### src/rtl/seg7_mux.sv
// seg7_mux -- time-multiplexed hex driver for a DIGITS-wide 7-segment display.
//
// Scans one digit at a time. Each digit stays lit for REFRESH_DIV clocks.
// New values go into a shadow register on `load`. The shadow is copied to
// the active register only when the scan wraps from the last digit back to
// digit 0. Because of this, a frame never shows a half-updated value.
//
// Parameters:
//   DIGITS       number of digits (>= 1)
//   REFRESH_DIV  clocks per digit (>= 1)
//
// Ports:
//   clk         system clock, rising edge
//   rst_n       asynchronous active-low reset
//   load        single-cycle strobe: capture value_in/dp_in into the shadow
//   value_in    nibble i (bits 4i+3:4i) drives digit i; digit 0 is the LSD
//   dp_in       decimal point per digit
//   blank       level input: forces every digit enable off while high
//   seg         segments a..g on seg[0]..seg[6], active-high, registered
//   dp          decimal point of the lit digit, active-high, registered
//   an          one-hot digit enable, active-high, registered
//   frame_tick  one-cycle pulse after the shadow->active transfer
//
// Build option:
//   SEG7_LZB_EN  leading-zero blanking. A digit i > 0 has its segments
//                forced off when it and every more-significant active
//                nibble are zero. Its dp still follows the active dp.
//                Digit 0 is never blanked.

module seg7_mux #(
    parameter int DIGITS      = 4,
    parameter int REFRESH_DIV = 1000
) (
    input  logic                  clk,
    input  logic                  rst_n,
    input  logic                  load,
    input  logic [4*DIGITS-1:0]   value_in,
    input  logic [DIGITS-1:0]     dp_in,
    input  logic                  blank,
    output logic [6:0]            seg,
    output logic                  dp,
    output logic [DIGITS-1:0]     an,
    output logic                  frame_tick
);

    localparam int IDX_W = (DIGITS > 1) ? $clog2(DIGITS) : 1;
    localparam int CNT_W = (REFRESH_DIV > 1) ? $clog2(REFRESH_DIV) : 1;
    localparam logic [IDX_W-1:0] IDX_LAST = IDX_W'(DIGITS - 1);
    localparam logic [CNT_W-1:0] CNT_LAST = CNT_W'(REFRESH_DIV - 1);

    logic [CNT_W-1:0]    cnt;
    logic [IDX_W-1:0]    idx;
    logic [4*DIGITS-1:0] shadow_val;
    logic [DIGITS-1:0]   shadow_dp;
    logic [4*DIGITS-1:0] active_val;
    logic [DIGITS-1:0]   active_dp;

    logic                digit_done;
    logic                frame_wrap;
    logic [3:0]          cur_nib;
    logic                cur_dp;
    logic [DIGITS-1:0]   an_next;
    logic [6:0]          seg_next;

    function automatic logic [6:0] hex_to_seg(input logic [3:0] nib);
        logic [6:0] s;
        case (nib)
            4'h0: s = 7'h3F;
            4'h1: s = 7'h06;
            4'h2: s = 7'h5B;
            4'h3: s = 7'h4F;
            4'h4: s = 7'h66;
            4'h5: s = 7'h6D;
            4'h6: s = 7'h7D;
            4'h7: s = 7'h07;
            4'h8: s = 7'h7F;
            4'h9: s = 7'h6F;
            4'hA: s = 7'h77;
            4'hB: s = 7'h7C;
            4'hC: s = 7'h39;
            4'hD: s = 7'h5E;
            4'hE: s = 7'h79;
            default: s = 7'h71;
        endcase
        return s;
    endfunction

    assign digit_done = (cnt == CNT_LAST);
    assign frame_wrap = digit_done && (idx == IDX_LAST);

`ifdef SEG7_LZB_EN
    // lz[i] is set when nibble i and every nibble above it are zero.
    // lz[0] is left clear, so digit 0 always shows something.
    logic [DIGITS-1:0] lz;
    logic              zero_run;
    logic              cur_lz;

    always_comb begin
        lz       = '0;
        zero_run = 1'b1;
        for (int i = DIGITS - 1; i >= 1; i--) begin
            zero_run = zero_run & (active_val[4*i +: 4] == 4'h0);
            lz[i]    = zero_run;
        end
    end
`endif

    always_comb begin
        cur_nib = 4'h0;
        cur_dp  = 1'b0;
        an_next = '0;
`ifdef SEG7_LZB_EN
        cur_lz  = 1'b0;
`endif
        for (int i = 0; i < DIGITS; i++) begin
            an_next[i] = (idx == IDX_W'(i));
            if (idx == IDX_W'(i)) begin
                cur_nib = active_val[4*i +: 4];
                cur_dp  = active_dp[i];
`ifdef SEG7_LZB_EN
                cur_lz  = lz[i];
`endif
            end
        end
`ifdef SEG7_LZB_EN
        seg_next = cur_lz ? 7'h00 : hex_to_seg(cur_nib);
`else
        seg_next = hex_to_seg(cur_nib);
`endif
    end

    always_ff @(posedge clk or negedge rst_n) begin
        if (!rst_n) begin
            cnt        <= '0;
            idx        <= '0;
            shadow_val <= '0;
            shadow_dp  <= '0;
            active_val <= '0;
            active_dp  <= '0;
            seg        <= '0;
            dp         <= 1'b0;
            an         <= '0;
            frame_tick <= 1'b0;
        end else begin
            if (digit_done) begin
                cnt <= '0;
                idx <= (idx == IDX_LAST) ? '0 : idx + 1'b1;
            end else begin
                cnt <= cnt + 1'b1;
            end

            // On a wrap edge the active register takes the pre-edge shadow.
            // A load on that same edge lands in the shadow for the next frame.
            if (frame_wrap) begin
                active_val <= shadow_val;
                active_dp  <= shadow_dp;
            end
            frame_tick <= frame_wrap;

            if (load) begin
                shadow_val <= value_in;
                shadow_dp  <= dp_in;
            end

            // The output stage always reflects the idx and active state
            // from one cycle earlier.
            an  <= blank ? '0 : an_next;
            seg <= seg_next;
            dp  <= cur_dp;
        end
    end

endmodule

### config.mk
export PLATFORM = sky130hd
export DESIGN_NAME = seg7_mux
export DESIGN_NICKNAME = d
export VERILOG_FILES = /design/src/rtl/seg7_mux.sv
export SDC_FILE = /design/constraint.sdc
export NUM_CORES = 1
export LEC_CHECK = 0
export ABC_CLOCK_PERIOD_IN_PS = 5600
export CAP_MARGIN = 20
export CORE_ASPECT_RATIO = 1.75
export CORE_MARGIN = 2
export CORE_UTILIZATION = 55
export CTS_BUF_LIST = sky130_fd_sc_hd__clkbuf_16
export CTS_CLUSTER_SIZE = 10
export DETAILED_ROUTE_END_ITERATION = 10
export GPL_TIMING_DRIVEN = 0
export PLACE_DENSITY = 0.79
export SETUP_SLACK_MARGIN = 0.5
export SLEW_MARGIN = 30
export SYNTH_ARGS = -nofsm -noshare
export SYNTH_HDL_FRONTEND = slang
export SYNTH_SLANG_ARGS = --single-unit
### constraint.sdc
create_clock -name clk -period 5.6 [get_ports clk]
set_clock_uncertainty 0.1 [all_clocks]
set_input_delay 1.68 -clock clk [delete_from_list [all_inputs] [get_ports clk]]
set_output_delay 1.68 -clock clk [all_outputs]
set_load 0.02 [all_outputs]
==> results.md <==
* Max Freq at 329 MHz
* Post-synth ARST share at 100%
* Synth Area in Compound Gates at 7.08%
* Avg Cell Area, Syn at 13.1 sq um
* Unrepaired setup endpoints after global routing: no
* Overall routing resource usage at 20.7%
* Initial antenna violation count at 0
* Top-area cell type share of the netlist area at 54.8%
* Yosys warning count at 0
* Synthesized instance count at 227
* Hold Path Class: reg2reg
* R2r setup slk at 2.70 ns
* Setup Fix Bufs, Post-CTS at 0
* Post-synthesis xor/xnor area fraction at 1.48%
* Hold Path Depth at 2
* Most frequent cell after synthesis: dfrtp_1
* Iteration-0 DRC count of the detailed router at 28
* R2R depth at 8
* Die area at 6020 sq um
* IO buf count at 35
* Slew Viols, Final at 0
* Setup TNS at 0 ns
* Pwr dens at 306 nW/um^2
* Vias in the first global route at 2047
* Routed length per instance at 15.9 um
* Slew HR at 40.9%
* PnR worst setup slack at 2.56 ns
* Library cells used by synthesis at 38
* Setup Crit Path Kind: reg2out
* Gr ovfl total at 0
* Via Count at 1896
* Maximum VDD drop at 0.228 mV
* Status: complete, no violations
* Fillers at 382
* Hold Crit Start: active_dp[3]
* Synth top area cells: dfrtp_1 (55%), mux2_2 (12%), ha_1 (5.1%)
* Final setup fails at 0
* Initial core utilization at 56.5%
* Final cell count without fillers at 334
* Placed instance area at 3400 sq um
* Max Cap Viol at 0
* RePlAce Congestion at 0.765
* Final Critical Period at 3.04 ns
* Final Hold Viols at 0
* Post-Syn Nets at 263
* Hold WS at 0.381 ns
* TritonCTS Sinks at 65
* Num rows at 35
* DIE WIDTH at 59.5 um
* Routed wire length at 5300 um
* Syn Std Cell Area at 2970 sq um
* Placed wire-length estimate at 3750 um
* PostCTS Resize Cnt at 0
* Root Buffer: clkbuf_16
* Setup crit start kind: register
* Primary FF master, synth: dfrtp_1
* Pre-CTS WS at 2.71 ns
* Clock-pin slew on the worst setup and hold paths at 0.06 ns
* Synth-to-layout area growth at 25.7%
* Die height at 101 um
* Final Util at 71.0%
* Worst hold path endpoint: dp
* Reg-to-reg startpoint: idx[0]
* Post-synthesis adder-cell area fraction at 5.06%
* Post-synth top area cell: dfrtp_1
* Htree depth at 3
* # hold bufs at CTS at 0
* Number of synthesized flops with an enable pin at 0
* Placed cells at 318
* Worst-Skew Late Latency at 0.34 ns
* LEAKAGE at 1.67 nW
* Largest net degree at the start of global routing at 37
* Delay-heaviest family, CP: buffers and inverters
* WP data required at 3.82 ns
* Layout Nets at 310
* Most common library cells after synthesis: dfrtp_1 (65), mux2_2 (31), ha_1 (12)
* Fin crit share at 54.3%
* Final Cell Area at 3730 sq um
* Ports at 37
* Vias/cell at 5.68
* Sequential area share after synthesis at 54.8%
* Crit. End Element: output port
* Power, Total at 1.14 mW
* First-pass GRT wire length at 9110 um
* Area of the core at 5260 sq um
* Post-synthesis simple-gate area fraction at 10.2%
* Drt first pass iters at 4
* Total CTS buffers at 9
* WP data arrival at 1.26 ns
* N_diodes at 0
* Worst slew pin tran at 0.887 ns
* Yosys reg bits at 65
* Share of layout cells above drive strength 1 at 25.1%
* Worst-path fanout max at 1
* TritonCTS clock tree: built
* Largest family of logic cells by synthesized area: multiplexers
* Clk buf depth at 2
* Residual DRC count at 0
* WP buf/inv at 1
* Worst path max stage delay at 0.60 ns
* Post-synthesis mux area share at 18.2%
* Critical Path, Cell by Cell: clkdlybuf4s50_1
* Critical Path Slowest Stage Cell: clkdlybuf4s50_1
* Final ANT Viol Nets at 0
* RR Endpoint: seg[3]
worst max path at each step:
stage               cells after the start            to  slack (ns)    from
floorplan                               2  shadow_dp[0]        3.01    load
global placement                        1  shadow_dp[3]        0.72   rst_n
detailed placement                      8        seg[3]        2.71  idx[0]
CTS                                     1            dp        2.54      dp
global route                            9        seg[6]        2.45  idx[0]
finish                                  1            dp        2.56      dp
per-layer routing:
layer / routed length [um] / share of wire [%] / track usage [%]
met1: 2010 / 38 / 21.6
met5: 0 / 0 / 0
met4: 135 / 2.5 / 9.74
met2: 2970 / 56 / 36.3
met3: 177 / 3.3 / 6.90
power by group:
group	internal, mW	switching, mW
clock network	0.393	0.212
logic	0.0285	0.0174
registers	0.485	0.00761
total	0.906	0.237
layout make-up:
type | instances | area [sq um] | share of cell area [%]
tap | 55 | 68.8 | 1.84
clock buffer | 9 | 225 | 6.04
inverter | 10 | 37.5 | 1.01
clock inverter | 7 | 101 | 2.72
timing repair buffer | 36 | 368 | 9.86
buffer | 11 | 58.8 | 1.58
multi-input combinational | 141 | 1240 | 33.4
sequential | 65 | 1630 | 43.6
cells in the final DEF (no fill, tap or decap), types with 4 or more instances in the layout:
cell type / netlist / routed
inv_1: 10 / 10
mux2_4: 10 / 10
nor2_1: 7 / 7
mux2_2: 31 / 31
ha_1: 12 / 12
dfrtp_1: 65 / 65
clkbuf_16: 0 / 9
a21oi_1: 6 / 6
o21ai_0: 7 / 7
nor2b_1: 10 / 10
mux2i_1: 4 / 4
nor3b_1: 4 / 4
clkbuf_1: 4 / 4
nand2_1: 5 / 5
buf_2: 5 / 5
clkdlybuf4s50_1: 0 / 34
a211oi_1: 5 / 5
nand3_1: 6 / 6
logic make-up (layout without fill, tap and decap cells):
kind of cell | Yosys count | after routing
muxes | 45 | 45
adders and majority gates | 12 | 12
AOI/OAI and AO/OA | 30 | 30
buffers and inverters | 21 | 73
and+or+nand+nor | 49 | 49
DFF | 65 | 65
xor gates and xnor gates | 5 | 5
state kept, by name, indices dropped and copies added, names as in the netlist:
name and count:
active_dp 4, active_val 16, an 4, cnt 10, dp 1, frame_tick 1, idx 2, seg 7
shadow_dp 4, shadow_val 16
(Power assumes the default switching activity.)
==> edit 1: new RTL, same settings <==
Reset style: synchronous (`rst_n`), changed in one clocked block. Comments in the files are not updated.
--- a/src/rtl/seg7_mux.sv
+++ b/src/rtl/seg7_mux.sv
@@ -129,7 +129,7 @@
 `endif
     end
 
-    always_ff @(posedge clk or negedge rst_n) begin
+    always_ff @(posedge clk) begin
         if (!rst_n) begin
             cnt        <= '0;
             idx        <= '0;
Formal check against the unedited RTL: differs if rst_n is asserted again (counterexample within 4 cycles, from zero or initial values and one cycle with rst_n low); with rst_n held inactive, the same outputs for 10 cycles.
==> edit 1 against the original RTL <==
Clock power is 3.3% higher; setup slack got worse by 290 ps; synthesized area is 10% lower; power is 1.8% higher; routed wire length is 0.25% higher; sequential cell count unchanged; final area down 8.6%; highest routed layer unchanged.
==> edit 1: results (changes against the original RTL) <==
outcome - complete, no violations (unchanged)
Total Wirelength - 5310 um (was 5300 um)
share of flip-flops with an asynchronous set or reset - 0% (was 100%)
worst r2r path cells - 10 (was 8)
Slew HR - 50.3% (was 40.9%)
clock latency on the worst-skew pair - 330 ps
hold_ws - 348 ps (was 381 ps)
share of cells above drive strength 1 - 17.8% (was 25.1%)
crit path max fanout - 10 (was 1)
Leak - 1.42 nW (was 1.67 nW)
DR iter-0 viols - 50 (was 28)
Post-CTS Resized - 0 (unchanged)
min-delay src - cnt[0] (was active_dp[3])
WHS Path Cells - 1 (was 2)
pre-CTS setup slack - 1950 ps (was 2710 ps)
sequential share of the synthesized area - 48.9% (was 54.8%)
Max VDD drop - 0.350 mV (was 0.228 mV)
ys flop type - dfxtp_1 (was dfrtp_1)
fin area - 3410 um2 (was 3730 um2)
hpwl dp - 3620 um (was 3750 um)
top post-synthesis cells by area - dfxtp_1 49%, mux2i_1 8.7%, a22o_2 7.5% (was dfrtp_1 55%, mux2_2 12%, ha_1 5.1%)
Reg2Reg Setup Slack - 3010 ps (was 2700 ps)
post-synth cell types - 47 (was 38)
dpl cells - 340 (was 318)
Highest Signal Layer - met4 (unchanged)
initial antenna violation count - 0 (unchanged)
final setup margin - 2270 ps (was 2560 ps)
routed length on met1 - 2110 um (was 2010 um)
via/cell ratio - 5.56 (was 5.68)
critical register-to-register path startpoint - idx[1] (was idx[0])
Longest Clk Path Bufs - 2 (unchanged)
area post-placement - 3080 um2 (was 3400 um2)
met2 wire length - 2840 um (was 2970 um)
DR WL met3 - 196 um (was 177 um)
Net Sw Frac - 19.4% (was 20.8%)
CP startpoint - rst_n (was dp)
xor/xnor share of the synthesized area - 2.63% (was 1.48%)
multiplexer share of the synthesized area - 9.07% (was 18.2%)
CP arrival - 3430 ps (was 1260 ps)
Post-synth top cells - 65 x dfxtp_1, 33 x nor2_1, 23 x mux2i_1 (was 65 x dfrtp_1, 31 x mux2_2, 12 x ha_1)
post-synthesis compound-gate area fraction - 14.8% (was 7.08%)
Post-Syn Nets - 289 (was 263)
GRT Total Usage - 21.3% (was 20.7%)
vias in the first global route - 1991 (was 2047)
Clock power frac - 53.6% (was 52.9%)
R2R Path End - seg[5] (was seg[3])
Final Instance Count excl. Fillers - 356 (was 334)
DR pass1 iterations - 4 (unchanged)
Placer Congestion - 0.776 (was 0.765)
wire length of the first global-routing pass - 8740 um (was 9110 um)
sw power - 226 uW (was 237 uW)
adder-cell share of the synthesized area - 5.64% (was 5.06%)
fill cell count - 360 (was 382)
largest net degree at the start of global routing - 12 (was 37)
P_seq - 483 uW (was 492 uW)
WHS Endpoint - cnt[0] (was dp)
worst setup path endpoint - cnt[2] (was dp)
mean post-synth cell area - 10.5 um2 (was 13.1 um2)
-- edit 1: changes by cell type after synthesis, moves of 10 or more --
| cell | unedited run | this run |
|---|---|---|
| mux2_4 | 10 | 0 |
| nor2_1 | 7 | 33 |
| dfxtp_1 | 0 | 65 |
| a22o_2 | 0 | 20 |
| mux2_2 | 31 | 1 |
| mux2i_1 | 4 | 23 |
| dfrtp_1 | 65 | 0 |
-- edit 1: routing by layer --
metal,vias up,track usage (%)
li1,980,-
met3,14,5.11
met5,-,0
met4,0,12.7
met2,45,39.2
met1,939,21.1
-- edit 1: kinds of logic after synthesis --
family / count (synthesis)
compound gates: 45
xor+xnor: 8
fa+ha+maj: 12
buf+inv: 21
flops: 65
mux: 24
simple gates: 78
-- edit 1: final cells by class --
cell class                 instances  share of cell area, %
sequential                        65                   38.1
multi-input combinational        167                   36.7
timing repair buffer              35                   10.3
clock buffer                       9                   6.60
clock inverter                     7                   3.23
buffer                            13                   2.24
tap                               52                   1.91
inverter                           8                  0.880
==> edit 2: new RTL, config.mk and constraints unchanged <==
Without the edit above. Add a define of `SEG7_LZB_EN`.
--- a/src/rtl/seg7_mux.sv
+++ b/src/rtl/seg7_mux.sv
@@ -26,6 +26,8 @@
 //                forced off when it and every more-significant active
 //                nibble are zero. Its dp still follows the active dp.
 //                Digit 0 is never blanked.
+
+`define SEG7_LZB_EN
 
 module seg7_mux #(
     parameter int DIGITS      = 4,
Function: no difference found for any inputs over 10 cycles, from zero or initial values and one cycle with rst_n low; that may be too few to reach the edited logic, so the function may still have changed.
==> edit 2 against the original RTL <==
Sequential cell count is the same; sequential power barely moved; routed wire length is 1.9% higher; setup slack better by 14 ps; power fell by 12%; die area about the same; synthesized cell count rose by 2.6%; final area is 1.6% lower; synthesized area about the same; critical path type unchanged.
==> edit 2: results (changes against the original RTL) <==
outcome - complete, no violations (unchanged)
share of cells above drive strength 1 - 16.1% (was 25.1%)
Placer Congestion - 0.884 (was 0.765)
DR pass1 iterations - 4 (unchanged)
xor/xnor share of the synthesized area - 1.77% (was 1.48%)
clock latency on the worst-skew pair - 320 ps (was 340 ps)
multi-input gates - 153 (was 141)
hold_ws - 365 ps (was 381 ps)
sequential share of the synthesized area - 54.8% (about the same)
worst r2r path cells - 9 (was 8)
Non-Clock Buffer Count - 45 (was 47)
Leak - 1.69 nW (was 1.67 nW)
routed length on met1 - 2050 um (was 2010 um)
worst setup path endpoint - frame_tick (was dp)
post-synthesis compound-gate area fraction - 7.46% (was 7.08%)
hpwl dp - 3970 um (was 3750 um)
via/cell ratio - 5.78 (was 5.68)
multiplexer share of the synthesized area - 17.3% (was 18.2%)
met1 Usage GRT - 22.2% (was 21.6%)
Final clock-cell share - 6.96% (was 8.75%)
min-delay src - cnt[0] (was active_dp[3])
adder-cell share of the synthesized area - 4.63% (was 5.06%)
post-synth cell types - 45 (was 38)
DR iter-0 viols - 69 (was 28)
met2 wire length - 2940 um (was 2970 um)
WHS Endpoint - cnt[0] (was dp)
GR Layer Usage met3 - 6.39% (was 6.90%)
NumNets Final - 315 (was 310)
DR WL met3 - 161 um (was 177 um)
WHS Path Cells - 1 (was 2)
vias in the first global route - 2015 (was 2047)
buffering overhead - 11.9% (was 11.4%)
Post-Syn Nets - 268 (was 263)
CP startpoint - frame_tick (was dp)
Max VDD drop - 0.261 mV (was 0.228 mV)
measured slew at the worst slew-check pin - 652 ps (was 887 ps)
Post-synth top cells - 65 x dfrtp_1, 21 x mux2_1, 21 x mux2_2 (was 65 x dfrtp_1, 31 x mux2_2, 12 x ha_1)
fill cell count - 374 (was 382)
wire length of the first global-routing pass - 9090 um (was 9110 um)
edit 2: cell types whose count changed in the layout (fill, tap and decap cells not counted), sizes merged, moves of 3 or more:
cell    delta
a211oi     -4
a21oi      -3
a221oi     -3
clkinv     +4
inv        -4
nand2      +8
nor2b      -3
edit 2: per-stage QoR:
stage               instances  total power [mW]  setup slack (ps)  utilization (%)  area [um2]
floorplan                 233             0.515              3010                -        2970
global placement          323             0.546               705             64.5        3390
detailed placement        324             0.550              2800             65.0        3410
CTS                       340              1.03              2560             69.8        3670
global route              340              1.06              2540             69.8        3670
finish                    340              1.01              2570             69.8        3670
edit 2: report_power, final:
| part | internal [mW] | switching (mW) |
|---|---|---|
| Clock | 0.289 | 0.180 |
| Combinational | 0.0289 | 0.0182 |
| Sequential | 0.485 | 0.00767 |
